===== src/rtl/mux2_rr_arbiter_pkg.sv =====
// Shared definitions for the two-requester round-robin mux arbiter.
// State encoding doubles as the grant pair: bit 0 = gnt0, bit 1 = gnt1.
package mux_pkg;

    localparam int W_DEFAULT = 2;
    localparam int HOLD_W    = 4;

    typedef enum logic [1:0] {
        ST_IDLE = 2'b00,
        ST_OWN0 = 2'b01,
        ST_OWN1 = 2'b10
    } state_t;

endpackage


===== src/rtl/mux2_rr_arbiter_if.sv =====
// Requester, grant and downstream handshake bundle for mux2_rr_arbiter.
// The arbiter takes the slave view; requesters and the consumer take the master view.
interface mux2_rr_arbiter_if #(
    parameter int W = mux_pkg::W_DEFAULT
);

    logic         req0;
    logic [W-1:0] d0;
    logic         req1;
    logic [W-1:0] d1;
    logic         gnt0;
    logic         gnt1;
    logic         sel;
    logic [W-1:0] out;
    logic         out_valid;
    logic         out_ready;

    modport slave (
        input  req0, d0, req1, d1, out_ready,
        output gnt0, gnt1, sel, out, out_valid
    );

    modport master (
        output req0, d0, req1, d1, out_ready,
        input  gnt0, gnt1, sel, out, out_valid
    );

endinterface


===== src/rtl/mux2_rr_arbiter_mux.sv =====
// Gate-level 2:1 word mux: y = s ? d1 : d0, built bit by bit from primitives.
module mux2_rr_arbiter_mux #(
    parameter int W = 2
) (
    input  logic [W-1:0] d0,
    input  logic [W-1:0] d1,
    input  logic         s,
    output logic [W-1:0] y
);

    logic         s_n;
    logic [W-1:0] t0;
    logic [W-1:0] t1;

    not u_inv (s_n, s);

    for (genvar i = 0; i < W; i++) begin : g_bit
        and u_and0 (t0[i], d0[i], s_n);
        and u_and1 (t1[i], d1[i], s);
        or  u_or   (y[i], t0[i], t1[i]);
    end

endmodule


===== src/rtl/mux2_rr_arbiter.sv =====
// Round-robin arbiter with burst hold driving a 2:1 mux into a one-deep
// output register consumed through a valid/ready handshake.
module mux2_rr_arbiter
    import mux_pkg::*;
#(
    parameter int W        = W_DEFAULT,
    parameter int MAX_HOLD = 4
) (
    input  logic                clk,
    input  logic                rst_n,
    mux2_rr_arbiter_if.slave    bus
);

    localparam logic [HOLD_W-1:0] MAX_HOLD_C = HOLD_W'(MAX_HOLD);

    state_t              state, state_n;
    logic                last_owner, last_owner_n;
    logic [HOLD_W-1:0]   hold_cnt, hold_cnt_n;
    logic [W-1:0]        mux_y;
    logic [W-1:0]        out_p1;
    logic                vld_p1;
    logic                can_load;
    logic                own_req;
    logic                oth_req;
    logic                accept;
    logic                release_own;

    function automatic logic [HOLD_W-1:0] sat_inc(input logic [HOLD_W-1:0] c);
        if (c >= MAX_HOLD_C)
            return MAX_HOLD_C;
        return c + 4'd1;
    endfunction

    // A saturated counter still ends the burst once the other side shows up.
    function automatic logic hold_done(input logic [HOLD_W-1:0] c);
        return ({1'b0, c} + 5'd1) >= {1'b0, MAX_HOLD_C};
    endfunction

    mux2_rr_arbiter_mux #(.W(W)) u_mux (
        .d0 (bus.d0),
        .d1 (bus.d1),
        .s  (state[1]),
        .y  (mux_y)
    );

    assign can_load    = !vld_p1 || bus.out_ready;
    assign own_req     = (state == ST_OWN0) ? bus.req0 : bus.req1;
    assign oth_req     = (state == ST_OWN0) ? bus.req1 : bus.req0;
    assign accept      = (state != ST_IDLE) && own_req && can_load;
    assign release_own = !own_req || (accept && hold_done(hold_cnt) && oth_req);

    always_comb begin
        state_n      = state;
        last_owner_n = last_owner;
        hold_cnt_n   = hold_cnt;
        case (state)
            ST_IDLE: begin
                if (bus.req0 && bus.req1)
                    state_n = last_owner ? ST_OWN0 : ST_OWN1;
                else if (bus.req0)
                    state_n = ST_OWN0;
                else if (bus.req1)
                    state_n = ST_OWN1;
            end
            ST_OWN0, ST_OWN1: begin
                if (release_own) begin
                    if (oth_req)
                        state_n = (state == ST_OWN0) ? ST_OWN1 : ST_OWN0;
                    else
                        state_n = ST_IDLE;
                    last_owner_n = (state == ST_OWN1);
                    hold_cnt_n   = '0;
                end else if (accept) begin
                    hold_cnt_n = sat_inc(hold_cnt);
                end
            end
            default: state_n = ST_IDLE;
        endcase
    end

    always_ff @(posedge clk or negedge rst_n) begin
        if (!rst_n) begin
            state      <= ST_IDLE;
            last_owner <= 1'b1;
            hold_cnt   <= '0;
        end else begin
            state      <= state_n;
            last_owner <= last_owner_n;
            hold_cnt   <= hold_cnt_n;
        end
    end

    // Output register stage: selected word lands here on accept
    always_ff @(posedge clk or negedge rst_n) begin
        if (!rst_n) begin
            out_p1 <= '0;
            vld_p1 <= 1'b0;
        end else if (accept) begin
            out_p1 <= mux_y;
            vld_p1 <= 1'b1;
        end else if (bus.out_ready) begin
            vld_p1 <= 1'b0;
        end
    end

    assign bus.gnt0      = state[0];
    assign bus.gnt1      = state[1];
    assign bus.sel       = state[1];
    assign bus.out       = out_p1;
    assign bus.out_valid = vld_p1;

endmodule


===== src/flat_wrapper.sv =====
// flat-port wrapper written by rule: the top's interface ports become plain ports
module mux2_rr_arbiter_flat import mux_pkg::*;
#(
    parameter int W        = W_DEFAULT,
    parameter int MAX_HOLD = 4
)
  (clk, rst_n, bus_req0, bus_d0, bus_req1, bus_d1, bus_out_ready, bus_gnt0, bus_gnt1, bus_sel, bus_out, bus_out_valid);
  mux2_rr_arbiter_if #(.W(W)) bus_i ();
  input  logic clk;
  input  logic rst_n;
  input wire logic [$bits(bus_i.req0)-1:0] bus_req0;
  input wire logic [$bits(bus_i.d0)-1:0] bus_d0;
  input wire logic [$bits(bus_i.req1)-1:0] bus_req1;
  input wire logic [$bits(bus_i.d1)-1:0] bus_d1;
  input wire logic [$bits(bus_i.out_ready)-1:0] bus_out_ready;
  output wire logic [$bits(bus_i.gnt0)-1:0] bus_gnt0;
  output wire logic [$bits(bus_i.gnt1)-1:0] bus_gnt1;
  output wire logic [$bits(bus_i.sel)-1:0] bus_sel;
  output wire logic [$bits(bus_i.out)-1:0] bus_out;
  output wire logic [$bits(bus_i.out_valid)-1:0] bus_out_valid;
  assign bus_i.req0 = bus_req0;
  assign bus_i.d0 = bus_d0;
  assign bus_i.req1 = bus_req1;
  assign bus_i.d1 = bus_d1;
  assign bus_i.out_ready = bus_out_ready;
  assign bus_gnt0 = bus_i.gnt0;
  assign bus_gnt1 = bus_i.gnt1;
  assign bus_sel = bus_i.sel;
  assign bus_out = bus_i.out;
  assign bus_out_valid = bus_i.out_valid;
  mux2_rr_arbiter #(.W(W), .MAX_HOLD(MAX_HOLD)) u_core (.clk(clk), .rst_n(rst_n), .bus(bus_i));
endmodule

===== config.mk =====
export PLATFORM = sky130hd
export DESIGN_NAME = mux2_rr_arbiter_flat
export DESIGN_NICKNAME = d
export VERILOG_FILES = /design/src/rtl/mux2_rr_arbiter_pkg.sv /design/src/rtl/mux2_rr_arbiter_if.sv /design/src/rtl/mux2_rr_arbiter_mux.sv /design/src/rtl/mux2_rr_arbiter.sv /design/src/flat_wrapper.sv
export SDC_FILE = /design/constraint.sdc
export NUM_CORES = 1
export LEC_CHECK = 0
export CAP_MARGIN = 30
export CORE_UTILIZATION = 43
export DETAILED_ROUTE_END_ITERATION = 12
export PLACE_DENSITY = 0.77
export SKIP_LAST_GASP = 1
export SLEW_MARGIN = 15
export SYNTH_ARGS = -nofsm -noshare
export SYNTH_HDL_FRONTEND = slang
export SYNTH_HIERARCHICAL = 1
export SYNTH_SLANG_ARGS = --single-unit

===== constraint.sdc =====
create_clock -name clk -period 1.9 [get_ports clk]
set_input_delay 0.57 -clock clk [delete_from_list [all_inputs] [get_ports clk]]
set_output_delay 0.57 -clock clk [all_outputs]
set_load 0.03 [all_outputs]

Word-level counts from Yosys, hierarchy flattened
Cells that the tools add are included.
{"block": "totals", "regBits": 10, "latch_bits": 0, "ramBits": 0, "romBits": 0, "out_inout_bits": 6, "mem_count": 0}
{"block": "classes", "addsub": 2, "multipliers": 0, "n_div": 0, "magnitude_cmp": 2, "n_eq_ne": 4, "n_shift": 0, "muxes": 20, "bitwise_logic": 7, "reduce_logical": 17}
{"cell": "$mux W4", "n": 4}
{"cell": "$mux W2", "n": 7}
{"cell": "$mux W1", "n": 8}
{"cell": "$reduce_and A2 Y1", "n": 3}
{"cell": "$reduce_bool A2 Y1", "n": 3}
{"cell": "$add A4 B1 Y5 const B", "n": 1}
{"cell": "$ge A5 B3 Y1 const B", "n": 1}
{"cell": "$logic_and A1 B1 Y1", "n": 5}
{"cell": "$add A4 B1 Y4 const B", "n": 1}
{"cell": "$and A1 B1 Y1", "n": 4}
{"cell": "$ge A4 B3 Y1 const B", "n": 1}
{"cell": "$ne A4 B3 Y1 const B", "n": 1}
{"cell": "$pmux W2 S2", "n": 1}
{"cell": "$eq A2 B1 Y1 const B", "n": 1}
{"cell": "$eq A2 B2 Y1 const B", "n": 1}
{"cell": "$logic_not A1 Y1", "n": 2}
{"cell": "$logic_not A2 Y1", "n": 1}
{"cell": "$logic_or A1 B1 Y1", "n": 2}
{"cell": "$ne A2 B1 Y1 const B", "n": 1}
{"cell": "$or A1 B1 Y1", "n": 2}
{"cell": "$reduce_or A2 Y1", "n": 1}
{"cell": "$not A1 Y1", "n": 1}

Logic depth before layout (Yosys ltp)
Gate-level depths: netlist (run 1).
{"block": "logic_depth", "ltp_word": 12, "ltp_mapped": 7}

Modules after synthesis
The synthesis (run 1) kept the hierarchy.
{"mod": "mux2_rr_arbiter", "n_inst": 1, "cells_each": 61, "area_per_inst_um2": 630.6, "seq_area_each_um2": 251.5}
{"mod": "mux2_rr_arbiter_mux", "n_inst": 1, "cells_each": 2, "area_per_inst_um2": 22.5, "seq_area_each_um2": 0.0}

Least setup slack after synthesis (run 1)
Ideal clock, no wire load.
{"block": "synth_path", "kind": "flip-flop to flip-flop", "from": "register u_core.state[1]", "to": "register u_core.state[1]", "setup_time_ns": 0.128, "t_arrival_ns": 1.870, "required_ns": 1.772, "slack_ns": -0.097, "path_stages_with_launch": 8, "period_less_slack_ns": 1.997, "cell_sequence": "dfrtp_1 > inv_1 > ha_1 > mux2i_1 > a211oi_2 > a21oi_1 > a21oi_2 > mux2_1"}
{"block": "synth_between", "elab_chain_cells": 9}
{"element": "start: declaration", "line": "mux2_rr_arbiter.sv:16", "text": "state_t state, state_n;"}
{"element": "start signal: assignment", "line": "mux2_rr_arbiter.sv:87", "text": "state <= state_n;"}
{"element": "$eq A2 B1 Y1"}
{"element": "$mux W1", "line": "mux2_rr_arbiter.sv:47", "text": "assign own_req = (state == ST_OWN0) ? bus.req0 : bus.req1;"}
{"element": "$logic_and A1 B1 Y1 (2 in a row)", "line": "mux2_rr_arbiter.sv:49", "text": "assign accept = (state != ST_IDLE) && own_req && can_load;"}
{"element": "$logic_and A1 B1 Y1 (2 in a row)", "line": "mux2_rr_arbiter.sv:50", "text": "assign release_own = !own_req || (accept && hold_done(hold_cnt) && oth_req);"}
{"element": "$logic_or A1 B1 Y1", "line": "mux2_rr_arbiter.sv:50"}
{"element": "$ne A2 B1 Y1 (no line)"}
{"element": "$reduce_and A2 Y1 (no line)"}
Parallel ways exist; a longest one is shown, timed or not. The select of a mux whose other input is x is not followed.
A chain may end at the register's enable or synchronous reset.

Worst setup path after layout (run 1)
{"block": "layout_path", "from": "register u_core.out_p1[0] (netlist: u_core/bus.out[0])", "to": "output port bus_out[0]"}
{"element": "start: declaration", "line": "mux2_rr_arbiter.sv:20", "text": "logic [W-1:0] out_p1;"}
{"element": "start signal: assignment", "line": "mux2_rr_arbiter.sv:99", "text": "out_p1 <= mux_y;"}
{"element": "end: declaration", "line": "flat_wrapper.sv:19", "text": "output wire logic [$bits(bus_i.out)-1:0] bus_out;"}
No word-level cell between the ends.

==> results of run 1 <==
==> synth_stat cells (2+ instances only) <==
master    number
nor2_1         4
nand2_1        4
mux2_2         4
a21oi_1        3
inv_1          5
ha_1           6
mux2i_1        2
o21a_1         2
dfrtp_1        9
nor2b_1        2
o21ai_0        4
nand3b_1       2
==> what timing repair did <==
action,in CTS,in global routing
setup endpoints to repair,4,7
pin swaps,0,3
gates resized for setup,4,10
setup buffers,0,2
==> area by class of cell <==
cell class | instances | area, sq um
fill | 103 | 383
sequential | 10 | 254
tap | 15 | 18.8
multi-input combinational | 47 | 402
inverter | 5 | 18.8
clock buffer | 4 | 26.3
timing repair buffer | 28 | 248
==> report_power, final <==
group / switching, uW / leakage (uW) / internal [uW]
Clock: 80.9 / 0.0000150 / 81.3
Sequential: 67.8 / 0.000123 / 312
Combinational: 517 / 0.000342 / 507
Total: 666 / 0.000479 / 900
==> layer usage <==
metal  vias up  part of all wire [%]  global-route usage (%)
met5         -                     0                       0
met4         0                     0                    12.5
met3         0                   3.4                    6.52
met2        11                    46                    28.9
li1        285                     -                       -
met1       260                    50                    26.7
==> state kept, by name, indices dropped and copies added (netlist names) <==
register              count
u_core/bus.out            2
u_core/bus.out_valid      1
u_core/hold_cnt           4
u_core/last_owner         1
u_core/state              2
==> how the worst min path moves through the flow <==
stage                           start           endpoint  slack, ps  depth (start not counted)
CTS                 u_core/bus.out[0]  u_core/bus.out[0]        520                          1
global placement    u_core/bus.out[1]  u_core/bus.out[1]        490                          1
global route        u_core/bus.out[0]  u_core/bus.out[0]        530                          1
finish              u_core/bus.out[0]  u_core/bus.out[0]        510                          1
floorplan                       rst_n  u_core/bus.out[0]        270                          0
detailed placement  u_core/bus.out[0]  u_core/bus.out[0]        500                          1
==> cell families after synthesis <==
group,after synthesis
AND/OR/NAND/NOR,17
buffers and inverters,6
AO/OA/AOI/OAI,15
flip-flops,10
adder cells (fa/ha/maj),6
multiplexers,9
==> metrics by stage <==
step | total power, uW | instance area (sq um) | utilization (%)
floorplan | 962 | 656 | -
global placement | 1340 | 897 | 66.5
detailed placement | 1370 | 897 | 66.5
CTS | 1510 | 918 | 68.0
global route | 1680 | 967 | 71.6
finish | 1570 | 967 | 71.6
==> results_dict.tcl, run 1 <==
set metrics [dict create \
    place_congestion 0.831 \
    syn_avg_cell_area_sq_um 10.4 \
    timing.final.hold_violations 0 \
    crit_type "register to primary output" \
    cpLargestDelayFamily "buffers and inverters" \
    slowest_delay_ps 660 \
    synth-seq-cells 10 \
    dp.cells 103 \
    drive_above_1_share_pct 37.2 \
    cts.sink_count 10 \
    syn-num-nets 78 \
    slew_headroom_pct 68.0 \
    ys_seq_area_share_pct 38.5 \
    grtUsageTotal_pct 20.5 \
    start_util_pct 48.4 \
    final_cell_mix "14 x buf_4, 7 x clkdlybuf4s50_1, 7 x dfrtp_1" \
    worst-path-stages 1 \
    ys_warn_count 6 \
    synth_area_sq_um 653 \
    r2r_slack_ps 110 \
    path_buf_inv 1 \
    grt_overflow 0 \
    finalNonFillerCells 109 \
    r2r_start "u_core/state[1]" \
    tns_ps 0 \
    ir_drop_v 0.000794 \
    ctsHoldBuffers 0 \
    dp_slack_ps -234 \
    clock_skew_ps 2.59 \
    period_minus_slack_ps 1840 \
    start_kind "register" \
    cp.required_ps 1330 \
    grt_antenna_before_repair 0 \
    status "complete, no violations" \
    hp-class "register to register" \
    synthFlopType "dfrtp_1" \
    slowest_stage "clkdlybuf4s50_1" \
    synth_top_family_by_area "compound AO/OA/AOI/OAI gates" \
    synth.area.top_cells "dfrtp_1 34%, ha_1 11%, mux2_2 6.9%, dfstp_2 4.0%, mux2i_1 3.1%" \
    synth_fa_ha_area_share_pct 11.5 \
    postLayoutSetupSlackWorst_ps 55.7 \
    reg2regPathDepth 8 \
    fp.dieArea_sq_um 1680 \
    antenna_left 0 \
    grt_max_degree 11 \
    cp.arrival_ps 1270 \
    yosys.cell_types.count 28 \
    diodes 0 \
    synth_mux_area_share_pct 16.1 \
    crit_end "bus_out[0]" \
    yosys.area.top_type_share_pct 34.5 \
    fin_hold_ws_ps 514 \
    clk_latency_ps 270 \
    synth_edf_count 0 \
    syn_inst 63 \
    die_h_um 41.0 \
    synthXorXnorAreaFrac_pct 0 \
    cts-root-buf "clkbuf_4" \
    yosys.area_share.simple_pct 13.8 \
    path_cells "clkdlybuf4s50_1" \
    numPortBuffers 14 \
    leakage_uw 0.000479 \
    first_pass_iters 4 \
    r2r-end "u_core/last_owner" \
    area_growth_pct 48.1 \
    routedWlPerCell_um 13.7 \
    vias_per_cell 5.10 \
    worstMarginPinSlew_ps 479 \
    final_nets 110 \
    cts_buffers 3 \
    critPathLaunch "u_core/bus.out[0]" \
    drt_wl_total_mm 1.49 \
    synthArstFlopShare_pct 100 \
    end_kind "primary output" \
    drc 0 \
    setup_viol 0 \
    vias 556 \
    post-route-period-util_pct 97.1 \
    rows 13 \
    power_density_nw_per_um2 1620 \
    drv_slew 0 \
    cts_max_level 1 \
    synth-compound-area-share_pct 16.1 \
    clock_path_buffers 2 \
    crit_fanout 2 \
    fmax_ghz 0.542 \
    cts_tree "done" \
    die_w_um 41.0 \
    ios 15 \
    synth_area_leader_cell "dfrtp_1" \
    drtIter0Drc 9 \
    dp_hpwl_mm 1.12 \
    final_common_cell "buf_4" \
    grt_pass1_vias 465 \
    grt_pass1_wl_mm 2.07 \
    drv_cap 0 \
    rsz0062_at_grt "false" \
    clkSlewWorstSetupHoldPaths_ps 70 \
    coreArea_sq_um 1350 \
]
Note: power is estimated with default switching activity, not from simulation.
==> run 2, diff against run 1 <==
- CORE_UTILIZATION: 43 -> 35
- PLACE_DENSITY: 0.77 -> 0.66
==> results_dict.tcl, run 2 (synthesis gave the netlist of run 1 again) <==
set metrics [dict create \
    internal_power_uw 878 \
    place_congestion 0.826 \
    grt-busiest-layer "met2" \
    ir_drop_v 0.000696 \
    finalNonFillerCells 119 \
    routedWlPerCell_um 11.7 \
    hold_end "u_core/bus.out[0]" \
    crit_type "register to primary output" \
    cp.arrival_ps 1270 \
    regMostFlops "u_core/hold_cnt" \
    die_w_um 45.2 \
    grt_overflow 0 \
    cpLargestDelayFamily "buffers and inverters" \
    power_switching_uw 628 \
    clkPwrFrac_pct 10.4 \
    setup_viol 0 \
    path_cells "clkdlybuf4s50_1" \
    dp.cells 115 \
    rows 15 \
    pwr-share-comb_pct 64.5 \
    reg2regPathDepth 8 \
    r2r_slack_ps 110 \
    drv_cap 0 \
    cts_tree "done" \
    path_buf_inv 1 \
    clock_path_buffers 2 \
    hp-class "register to register" \
    clock_skew_ps 3.39 \
    first_pass_iters 4 \
    fp.dieArea_sq_um 2040 \
    worstMarginPinSlew_ps 476 \
    slowest_delay_ps 660 \
    fillers 168 \
    grtUsageTotal_pct 16.9 \
    die_h_um 45.2 \
    grt_antenna_before_repair 0 \
    grt_max_degree 11 \
    met1_usage_pct 20.4 \
    drtIter0Drc 5 \
    crit_fanout 2 \
    grt_pass1_vias 564 \
    slowest_stage "clkdlybuf4s50_1" \
    numPortBuffers 14 \
    leakage_uw 0.000481 \
    drive_above_1_share_pct 34.0 \
    final_common_cell "buf_4" \
    power_density_nw_per_um2 1550 \
    clk_latency_ps 270 \
    diodes 0 \
    largest_reg_flops 4 \
    start_util_pct 37.4 \
    grt_use_met2_pct 27.0 \
    period_minus_slack_ps 1840 \
    antenna_left 0 \
    drc 0 \
    status "complete, no violations" \
    cts-root-buf "clkbuf_4" \
    hp-start "u_core/bus.out[0]" \
    fmax_ghz 0.544 \
    vias_per_cell 4.55 \
    hold_path_depth 1 \
    seqPwrFrac_pct 25.1 \
    post-route-period-util_pct 96.7 \
    grt_use_met3_pct 3.60 \
    grt_pass1_wl_mm 2.37 \
    ios 15 \
    slew_headroom_pct 68.2 \
    coreArea_sq_um 1750 \
    r2r_start "u_core/state[1]" \
    fin_hold_ws_ps 503 \
    timing.final.hold_violations 0 \
    ctsHoldBuffers 0 \
    cts_buffers 3 \
    final_cell_mix "14 x buf_4, 7 x clkdlybuf4s50_1, 7 x dfrtp_1" \
    cts_max_level 1 \
    start_kind "register" \
    clkSlewWorstSetupHoldPaths_ps 70 \
    end_kind "primary output" \
    final_nets 110 \
    drt_wl_total_mm 1.40 \
    rsz0062_at_grt "false" \
    cp.required_ps 1330 \
    drv_slew 0 \
    tns_ps 0 \
    swShare_pct 41.7 \
    vias 541 \
    cts.sink_count 10 \
    area_growth_pct 48.7 \
    dp_hpwl_mm 1.11 \
    r2r-end "u_core/last_owner" \
    post_cts_buffers 0 \
]
run 2: cell counts in the layout (fill, tap and decap cells not counted):
No cell type changed its count.
run 2: worst max-delay path by stage:
stage                           start            endpoint  slack [ps]  cells past startpoint
floorplan             u_core/state[1]     u_core/state[1]           6                      6
global placement             bus_req1   u_core/last_owner        -220                      7
detailed placement           bus_req0  u_core/hold_cnt[1]        -250                      6
CTS                   u_core/state[1]   u_core/last_owner           3                      8
global route          u_core/state[1]   u_core/last_owner           5                      8
finish              u_core/bus.out[1]          bus_out[1]          60                      1
run 2: layout make-up:
| type | count | area (sq um) | share of cell area [%] |
|---|---|---|---|
| multi-input combinational | 47 | 393 | 40.5 |
| tap | 25 | 31.3 | 3.22 |
| sequential | 10 | 254 | 26.2 |
| inverter | 5 | 18.8 | 1.93 |
| clock buffer | 4 | 26.3 | 2.71 |
| timing repair buffer | 28 | 248 | 25.5 |
run 2: metrics by stage:
stage	utilization (%)	cell area, sq um	total power [uW]	setup WS [ps]
after floorplan	-	656	962	5.71
after global placement	53.0	925	1340	-215
after detailed placement	53.0	925	1360	-250
after CTS	54.3	947	1500	2.85
after global routing	55.6	971	1640	5.44
final	55.6	971	1510	62.7
run 2: power by group through the flow:
stage | clock (uW) | combinational, uW | sequential (uW)
final | 157 | 972 | 378
after global routing | 174 | 1070 | 393
after CTS | 165 | 965 | 372
after detailed placement | 0 | 979 | 379
after global placement | 0 | 972 | 372
after floorplan | 0 | 474 | 488
run 2: metal layers:
layer | wire length (um) | share of wire, %
met1 | 641 | 46
met5 | 0 | 0
met4 | 36 | 2.6
met2 | 696 | 50
met3 | 24 | 1.7
run 2: repair_timing:
item	CTS	global route
pin swaps	0	3
setup endpoints to repair	5	6
gates resized for setup	5	7
endpoints found under the hold margin	0	0
==> run 3, diff against run 2 <==
- ABC_AREA: unset -> 1
- PLACE_DENSITY: 0.66 -> 0.65
==> results_dict.tcl, run 3 <==
set metrics [dict create \
    r2r-end "u_core/state[1]" \
    synth-seq-cells 10 \
    dp_hpwl_mm 1.06 \
    fillers 178 \
    die_w_um 45.4 \
    pwr-share-comb_pct 58.8 \
    final_cell_mix "26 x nand2_1, 11 x clkdlybuf4s50_1, 9 x dfrtp_1" \
    first_pass_iters 6 \
    synthFlopType "dfrtp_1" \
    synth_area_sq_um 661 \
    crit_end "bus_out_valid" \
    final_nets 119 \
    power_switching_uw 635 \
    fin_hold_ws_ps 497 \
    final_common_cell "nand2_1" \
    syn_avg_cell_area_sq_um 8.16 \
    cp.arrival_ps 1280 \
    drv_slew 0 \
    grt_overflow 0 \
    clkPwrFrac_pct 14.2 \
    internal_power_uw 745 \
    rsz0062_at_grt "false" \
    numPortBuffers 14 \
    die_h_um 45.4 \
    swShare_pct 46.0 \
    yosys.cell_types.count 21 \
    drv_cap 0 \
    worstMarginPinSlew_ps 453 \
    power_density_nw_per_um2 1540 \
    routedWlPerCell_um 10.5 \
    rows 15 \
    vias_per_cell 4.56 \
    post-route-period-util_pct 97.2 \
    cts-root-buf "clkbuf_4" \
    slew_headroom_pct 69.7 \
    critPathLaunch "u_core/bus.out_valid" \
    cts.sink_count 10 \
    grt_max_degree 11 \
    syn-num-nets 96 \
    timing.final.hold_violations 0 \
    slowest_stage "clkdlybuf4s50_1" \
    coreArea_sq_um 1750 \
    end_kind "primary output" \
    clock_path_buffers 2 \
    crit_fanout 2 \
    r2r_start "u_core/state[1]" \
    path_buf_inv 1 \
    cts_buffers 3 \
    ys_seq_area_share_pct 38.1 \
    cts_resized 3 \
    start_util_pct 37.8 \
    period_minus_slack_ps 1850 \
    clkSlewWorstSetupHoldPaths_ps 80 \
    seqPwrFrac_pct 27.0 \
    regMostFlops "u_core/hold_cnt" \
    synth.area.top_cells "dfrtp_1 34%, nand2_1 15%, ha_1 11%, nand3_1 4.5%, inv_1 4.5%" \
    r2r_slack_ps 240 \
    clk_latency_ps 270 \
    post_cts_buffers 0 \
    cts_tree "done" \
    slowest_delay_ps 670 \
    syn_inst 81 \
    area_growth_pct 35.4 \
    largest_reg_flops 4 \
    ios 15 \
    ctsHoldBuffers 0 \
    ir_drop_v 0.00113 \
    grt_pass1_wl_mm 2.21 \
    synth_edf_count 0 \
    grt_pass1_vias 519 \
    cts_max_level 1 \
    worst-path-stages 1 \
    synth_area_leader_cell "dfrtp_1" \
    setup_viol 0 \
    clock_skew_ps 10.9 \
    cpLargestDelayFamily "buffers and inverters" \
    antenna_left 0 \
    drc 0 \
    hp-class "register to register" \
    path_cells "clkdlybuf4s50_1" \
    grtUsageTotal_pct 16.2 \
    ys_top_cells_by_count "26 x nand2_1, 9 x dfrtp_1, 8 x inv_1" \
    cp.required_ps 1330 \
    diodes 0 \
    ys_warn_count 6 \
    synthArstFlopShare_pct 100 \
    fmax_ghz 0.541 \
    finalPower_uw 1380 \
    reg2regPathDepth 10 \
    drtIter0Drc 5 \
    crit_type "register to primary output" \
    drt_wl_total_mm 1.35 \
    yosys.area.top_type_share_pct 34.1 \
    leakage_uw 0.000472 \
    vias 584 \
    drive_above_1_share_pct 20.4 \
    fp.dieArea_sq_um 2070 \
    synth_most_common_cell "nand2_1" \
    start_kind "register" \
    place_congestion 0.752 \
    status "complete, no violations" \
    grt_antenna_before_repair 0 \
]
run 3: cell types whose count changed after synthesis, sizes merged, moves of 2 or more:
cell | before | now
o21a | 2 | 0
mux2i | 3 | 0
mux2 | 6 | 2
inv | 5 | 9
nor2b | 2 | 0
nand2 | 4 | 31
a21oi | 4 | 2
nand3 | 0 | 6
nand4 | 0 | 3
run 3: worst min path at each step:
stage / start / endpoint / slack, ps / cells after the start
final: u_core/last_owner / u_core/last_owner / 500 / 2
after global routing: u_core/last_owner / u_core/last_owner / 520 / 2
after CTS: u_core/last_owner / u_core/last_owner / 500 / 2
after detailed placement: u_core/last_owner / u_core/last_owner / 490 / 2
after global placement: u_core/last_owner / u_core/last_owner / 490 / 2
after floorplan: rst_n / u_core/bus.out[0] / 270 / 0
run 3: tightest hold or removal path, delay by kind of cell, from the launching register on:
family	cells	cell delay, ps
AOI/OAI and AO/OA	1	60
DFF	1	380
and+or+nand+nor	1	50
run 3: through the flow:
step	worst slack (ps)	utilization, %	instance area [sq um]	setup TNS, ps	instances
global route	3.03	51.3	895	0	128
finish	52.4	51.3	895	0	128
floorplan	89.1	-	661	0	81
global placement	-43.8	49.4	862	-164	124
CTS	37.3	51.3	895	0	128
detailed placement	-70.5	49.4	862	-300	124
run 3: final cells by class:
type                    count  area (sq um)  share of cell area, %
multi-input cells          60           363                   40.6
repair buffers             19           174                   19.4
flip-flops and latches     10           251                   28.1
inverters                  10          38.8                   4.34
clock buffers               4          36.3                   4.06
well taps                  25          31.3                   3.50
run 3: layer usage:
metal	track usage (%)	vias to the layer above	routed length (um)
met3	4.76	5	57
met2	23.4	12	629
met4	12.7	0	42
li1	-	303	-
met5	0	-	0
met1	19.8	264	616
run 3: power groups by stage:
| stage | sequential [uW] | combinational (uW) | clock (uW) |
|---|---|---|---|
| after floorplan | 464 | 490 | 0 |
| after global placement | 375 | 822 | 0 |
| after detailed placement | 377 | 839 | 0 |
| after CTS | 375 | 820 | 203 |
| after global routing | 388 | 899 | 215 |
| final | 372 | 811 | 197 |
run 3: cells by family (layout without fill, tap and decap cells):
logic type                 Yosys count  count (layout)  share of synthesized area (%)
and+or+nand+nor                     45              45                           33.9
buffers and inverters               11              33                           7.01
muxes                                2               2                           3.41
AOI/OAI and AO/OA                    7               7                           6.25
adders and majority gates            6               6                           11.4
DFF                                 10              10                           38.1
==> RTL change 1: new RTL, config.mk and constraints of run 1 <==
`HOLD_W`: 4 -> 6.
--- a/src/rtl/mux2_rr_arbiter_pkg.sv
+++ b/src/rtl/mux2_rr_arbiter_pkg.sv
@@ -4,5 +4,5 @@
 
     localparam int W_DEFAULT = 2;
-    localparam int HOLD_W    = 4;
+    localparam int HOLD_W    = 6;
 
     typedef enum logic [1:0] {
Formal check against the unedited RTL: same outputs for any inputs over 10 cycles, from zero or initial values and one cycle with rst_n low; that may be too few to reach the edited logic, so the function may still have changed.
==> RTL change 1 against run 1 <==
- via count up 14%
- utilization down 1.5 points
- cell area up 16%
- clock skew down 0.00071 ns
- global-route usage about the same
- setup slack worse by 0.016 ns
- power up 3.7%
- non-clock buffer count up 3
- synthesized area up 18%
- sequential cell count up 2
- critical path type unchanged
- sequential share of layout area up 0.95 points
- wire length up 5.4%
==> RTL change 1: results (changes against run 1) <==
- DP Cell Count: 124 (was 103)
- Register with the most flip-flops: u_core/hold_cnt (unchanged)
- Share of layout cells above drive strength 1: 35.5% (was 37.2%)
- Synth Net Count: 89 (was 78)
- Arr. time, crit path: 1.29 ns (was 1.27 ns)
- DR iter-0 viols: 17 (was 9)
- VDD IR max: 1.04 mV (was 0.794 mV)
- Max Transition Viols Final: 0 (unchanged)
- Pin count of the biggest net entering global routing: 13 (was 11)
- DR WL/cell: 12.0 um (was 13.7 um)
- EDFF count, synth: 0 (unchanged)
- Worst clock skew: 0.00187 ns (was 0.00259 ns)
- HP Class: reg -> reg (unchanged)
- Worst hold start: u_core/hold_cnt[5]$_DFFE_PN0P_ (was u_core/bus.out[0]$_DFFE_PN0P_)
- CP Capture Point: bus_out_valid (was bus_out[0])
- Non-filler cells, final: 131 (was 109)
- CTS buffer count: 3 (unchanged)
- R2r startpoint: u_core/state[0]$_DFFE_PN0P_ (was u_core/state[1]$_DFFE_PN0P_)
- Max-slew headroom: 63.5% (was 68.0%)
- Global-route total usage across every layer: 20.5% (about the same)
- Launch point of the worst path: u_core/bus.out_valid$_DFFE_PN0P_ (was u_core/bus.out[0]$_DFFE_PN0P_)
- Fillers: 120 (was 103)
- F_max: 0.538 GHz (was 0.542 GHz)
- Placed wire-length estimate: 1170 um (was 1120 um)
- Post-synthesis cell count: 74 (was 63)
- Synth top area cells: dfrtp_1 (36%), ha_1 (9.8%), mux2_1 (5.9%) (was dfrtp_1 (34%), ha_1 (11%), mux2_2 (6.9%))
- GP Congestion: 0.794 (was 0.831)
- Reg-to-reg endpoint: u_core/last_owner$_DFFE_PN1P_ (unchanged)
- Leak pwr: 0.546 nW (was 0.479 nW)
- First-pass GRT wire length: 2820 um (was 2070 um)
- FF-to-FF path depth: 6 (was 8)
- Via/cell ratio: 4.85 (was 5.10)
- Psw: 667 uW (was 666 uW)
- Sequential cell area fraction in the yosys report: 39.2% (was 38.5%)
- Max FFs per register: 6 (was 4)
- R2r setup slk: 0.06 ns (was 0.11 ns)
- Setup Slack @ Placement: -0.420 ns (was -0.234 ns)
- Ant diodes: 0 (unchanged)
- Status: complete, no violations (unchanged)
- Most frequent cells after synthesis: dfrtp_1 (11), inv_1 (8), ha_1 (6) (was dfrtp_1 (9), ha_1 (6), inv_1 (5))
- Post-synth cell types: 34 (was 28)
- Vias in the first global route: 705 (was 465)
==> RTL change 1: worst min path at each step <==
stage | endpoint | slack, ns
finish | u_core/hold_cnt[5]$_DFFE_PN0P_ | 0.48
CTS | u_core/hold_cnt[5]$_DFFE_PN0P_ | 0.49
global placement | u_core/hold_cnt[5]$_DFFE_PN0P_ | 0.46
detailed placement | u_core/hold_cnt[4]$_DFFE_PN0P_ | 0.47
floorplan | u_core/bus.out[0]$_DFFE_PN0P_ | 0.27
global route | u_core/hold_cnt[5]$_DFFE_PN0P_ | 0.51
==> RTL change 1: cell type report <==
cell class                      instances  share of cell area, %
Clock buffer                            4                   3.25
Inverter                                8                   2.69
Multi-Input combinational cell         52                   40.4
Sequential cell                        12                   27.2
Tap cell                               24                   2.69
Timing Repair Buffer                   31                   23.7
==> RTL change 1: what timing repair did <==
action                     CTS  global route
pin swaps                    3             3
resized for setup            9             2
setup buffers                2             1
setup endpoints to repair    5             3
hold buffers                 0             0
==> RTL change 1: worst register-to-register path: cells and delay by family (launching register included) <==
family | cells | cell delay [ns]
flip-flops | 1 | 0.44
AND/OR/NAND/NOR | 1 | 0.18
AO/OA/AOI/OAI | 2 | 0.46
multiplexers | 2 | 0.51
adder cells (fa/ha/maj) | 1 | 0.17
==> RTL change 1: per-stage QoR <==
step / setup TNS [ns] / instance area, sq um / power (mW)
after floorplan: -0.191 / 788 / 1.04
after global placement: -2.23 / 1050 / 1.38
after detailed placement: -2.37 / 1050 / 1.40
after CTS: 0 / 1100 / 1.63
after global routing: -0.0733 / 1120 / 1.75
final: 0 / 1120 / 1.62
==> RTL change 1: power groups by stage <==
stage	clock, mW	combinational [mW]	sequential [mW]
2_1_floorplan	0	0.504	0.537
3_5_place_dp	0	0.975	0.421
4_1_cts	0.220	0.999	0.414
6_report	0.210	1.00	0.412
3_3_place_gp	0	0.959	0.417
5_1_grt	0.227	1.10	0.428
==> RTL change 1: cells by family (layout without fill, tap and decap cells) <==
kind of cell	count (synthesis)	in the layout	share of synthesized area, %
compound gates	17	17	17.6
mux	7	7	10.1
simple gates	22	22	18.0
buf+inv	10	43	5.37
flops	12	12	39.2
fa+ha+maj	6	6	9.76
==> RTL change 1: routing by layer <==
metal,routed length (um),up-vias,track usage [%],part of all wire [%]
li1,-,325,-,-
met4,25,0,12.1,1.6
met2,759,16,35.9,48
met5,0,-,0,0
met3,62,2,4.49,3.9
met1,726,292,22.5,46
==> RTL change 2: new RTL, flow settings as in run 1 <==
Made on the original files. Reset style: synchronous (`rst_n`), changed in 2 clocked blocks.
--- a/src/rtl/mux2_rr_arbiter.sv
+++ b/src/rtl/mux2_rr_arbiter.sv
@@ -79,5 +79,5 @@
     end
 
-    always_ff @(posedge clk or negedge rst_n) begin
+    always_ff @(posedge clk) begin
         if (!rst_n) begin
             state      <= ST_IDLE;
@@ -92,5 +92,5 @@
 
     // Output register stage: selected word lands here on accept
-    always_ff @(posedge clk or negedge rst_n) begin
+    always_ff @(posedge clk) begin
         if (!rst_n) begin
             out_p1 <= '0;
Behaviour: differs if rst_n is asserted again (counterexample within 4 cycles, from zero or initial values and one cycle with rst_n low); with rst_n held inactive, the same outputs for 10 cycles.
==> RTL change 2 against run 1 <==
- critical path depth did not move
- cell area shrank 8.5%
- largest cell class unchanged
- first-iteration DRC count grew to 2.8 times the old value
- power shrank 27%
- clock skew rose by 0.0024 ns
- count of clock-buffer cells in the layout fell by 1
- synthesized area grew 0.96%
- setup slack lost 0.0014 ns
- wire length is 7.2% lower
- sequential cell count unchanged
- critical path type unchanged
==> RTL change 2: results (changes against run 1) <==
- GP Congestion: 0.788 (was 0.831)
- Post-synth cell types: 32 (was 28)
- Share of layout cells above drive strength 1: 21.1% (was 37.2%)
- CTS buffer count: 3 (unchanged)
- Worst hold start: u_core/hold_cnt[3]$_SDFFE_PN0P_ (was u_core/bus.out[0]$_DFFE_PN0P_)
- VDD IR max: 0.908 mV (was 0.794 mV)
- Launch point of the worst path: u_core/bus.out[1]$_SDFFE_PN0P_ (was u_core/bus.out[0]$_DFFE_PN0P_)
- Async set or reset register ratio after synthesis: 0% (was 100%)
- NumNets Final: 112 (was 110)
- Non-filler cells, final: 110 (was 109)
- Leak pwr: 0.395 nW (was 0.479 nW)
- DR WL/cell: 12.6 um (was 13.7 um)
- Placed wire-length estimate: 1100 um (was 1120 um)
- Crit-path max cell delay: 0.68 ns (was 0.66 ns)
- Post-synthesis adder-cell area fraction: 11.4% (was 11.5%)
- Critical path peak fanout: 2 (unchanged)
- Post-synthesis mux area share: 11.6% (was 16.1%)
- Worst clock skew: 0.00501 ns (was 0.00259 ns)
- Pin count of the biggest net entering global routing: 7 (was 11)
- Synth top area cells: dfxtp_1 (30%), ha_1 (11%), mux2i_1 (6.1%) (was dfrtp_1 (34%), ha_1 (11%), mux2_2 (6.9%))
- DR iter-0 viols: 25 (was 9)
- First-pass GRT wire length: 2240 um (was 2070 um)
- Total number of vias: 586 (was 556)
- # port buffers: 14 (unchanged)
- Initial antenna violation count: 0 (unchanged)
- Synth Net Count: 87 (was 78)
- Max-slew headroom: 78.8% (was 68.0%)
- DRT Pass-1 Iters: 4 (unchanged)
- Fillers: 118 (was 103)
- Vias in the first global route: 574 (was 465)
- Post-synthesis compound-gate area fraction: 20.7% (was 16.1%)
- HP Class: reg -> reg (unchanged)
- Most frequent cells after synthesis: dfxtp_1 (10), inv_1 (7), ha_1 (6), nor2_1 (6), nand2_1 (5) (was dfrtp_1 (9), ha_1 (6), inv_1 (5))
- Status: complete, no violations (unchanged)
- Post-synthesis cell count: 72 (was 63)
- Sequential cell area fraction in the yosys report: 30.4% (was 38.5%)
- R2r startpoint: u_core/state[1]$_SDFFE_PN0P_ (was u_core/state[1]$_DFFE_PN0P_)
- Clk root buf: clkbuf_4 (unchanged)
- Global-route total usage across every layer: 20.9% (was 20.5%)
==> RTL change 2: changes by cell type after synthesis, sizes merged, moves of 2 or more <==
cell | run 1 | this run
nor2 | 4 | 6
mux2i | 3 | 5
dfxtp | 0 | 10
mux2 | 6 | 2
dfrtp | 9 | 0
nand4 | 0 | 2
nor3 | 1 | 3
o2111ai | 0 | 2
inv | 5 | 7
o21ai | 5 | 3
==> RTL change 2: power by group <==
group / switching, mW / internal (mW) / leakage, nW
registers: 0.0450 / 0.261 / 0.0814
logic: 0.395 / 0.298 / 0.300
clock network: 0.0707 / 0.0731 / 0.0138
==> RTL change 2: timing repair <==
item,4_1_cts,5_1_grt
pin swaps,0,0
buffers inserted,0,0
resized for setup,3,1
setup endpoints to repair,3,1
cloned,0,0
==> RTL change 2: path summary, 6_finish.rpt <==
kind / endpoint / slack [ns] / cells after the start
worst min register to register: u_core/hold_cnt[3]$_SDFFE_PN0P_ / 0.50 / 1
worst min-delay path: u_core/hold_cnt[3]$_SDFFE_PN0P_ / 0.50 / 1
worst max register to register: u_core/hold_cnt[2]$_SDFFE_PN0P_ / 0.12 / 7
worst max-delay path: bus_out[1] / 0.05 / 1
==> RTL change 2: layout make-up <==
cell class                 instances  share of cell area, %
sequential                        10                   22.6
inverter                           7                   2.97
timing repair buffer              21                   21.6
tap                               15                   2.12
multi-input combinational         54                   48.1
clock buffer                       3                   2.55
==> RTL change 2: kinds of logic after synthesis <==
logic type,after synthesis
AO/OA/AOI/OAI,17
multiplexers,7
AND/OR/NAND/NOR,24
buffers and inverters,8
adder cells (fa/ha/maj),6
flip-flops,10
==> RTL change 2: metrics by stage <==
step | hold WS (ns) | worst slack (ns) | area [sq um] | TNS [ns] | util (%)
after floorplan | 0.459 | 0.0508 | 659 | 0 | -
after global placement | 0.485 | -0.0849 | 863 | -0.376 | 63.2
after detailed placement | 0.490 | -0.130 | 863 | -0.625 | 63.2
after CTS | 0.499 | 0.0464 | 882 | 0 | 64.6
after global routing | 0.516 | 0.0120 | 885 | 0 | 64.7
final | 0.505 | 0.0543 | 885 | 0 | 64.7
==> RTL change 2: per-layer routing <==
layer  track usage (%)  vias to the layer above  routed length (um)
met5                 0                        -                   0
met2              35.5                       17                 652
met1              23.5                      262                 638
met3              6.52                        2                  82
met4              9.68                        0                  12
li1                  -                      305                   -
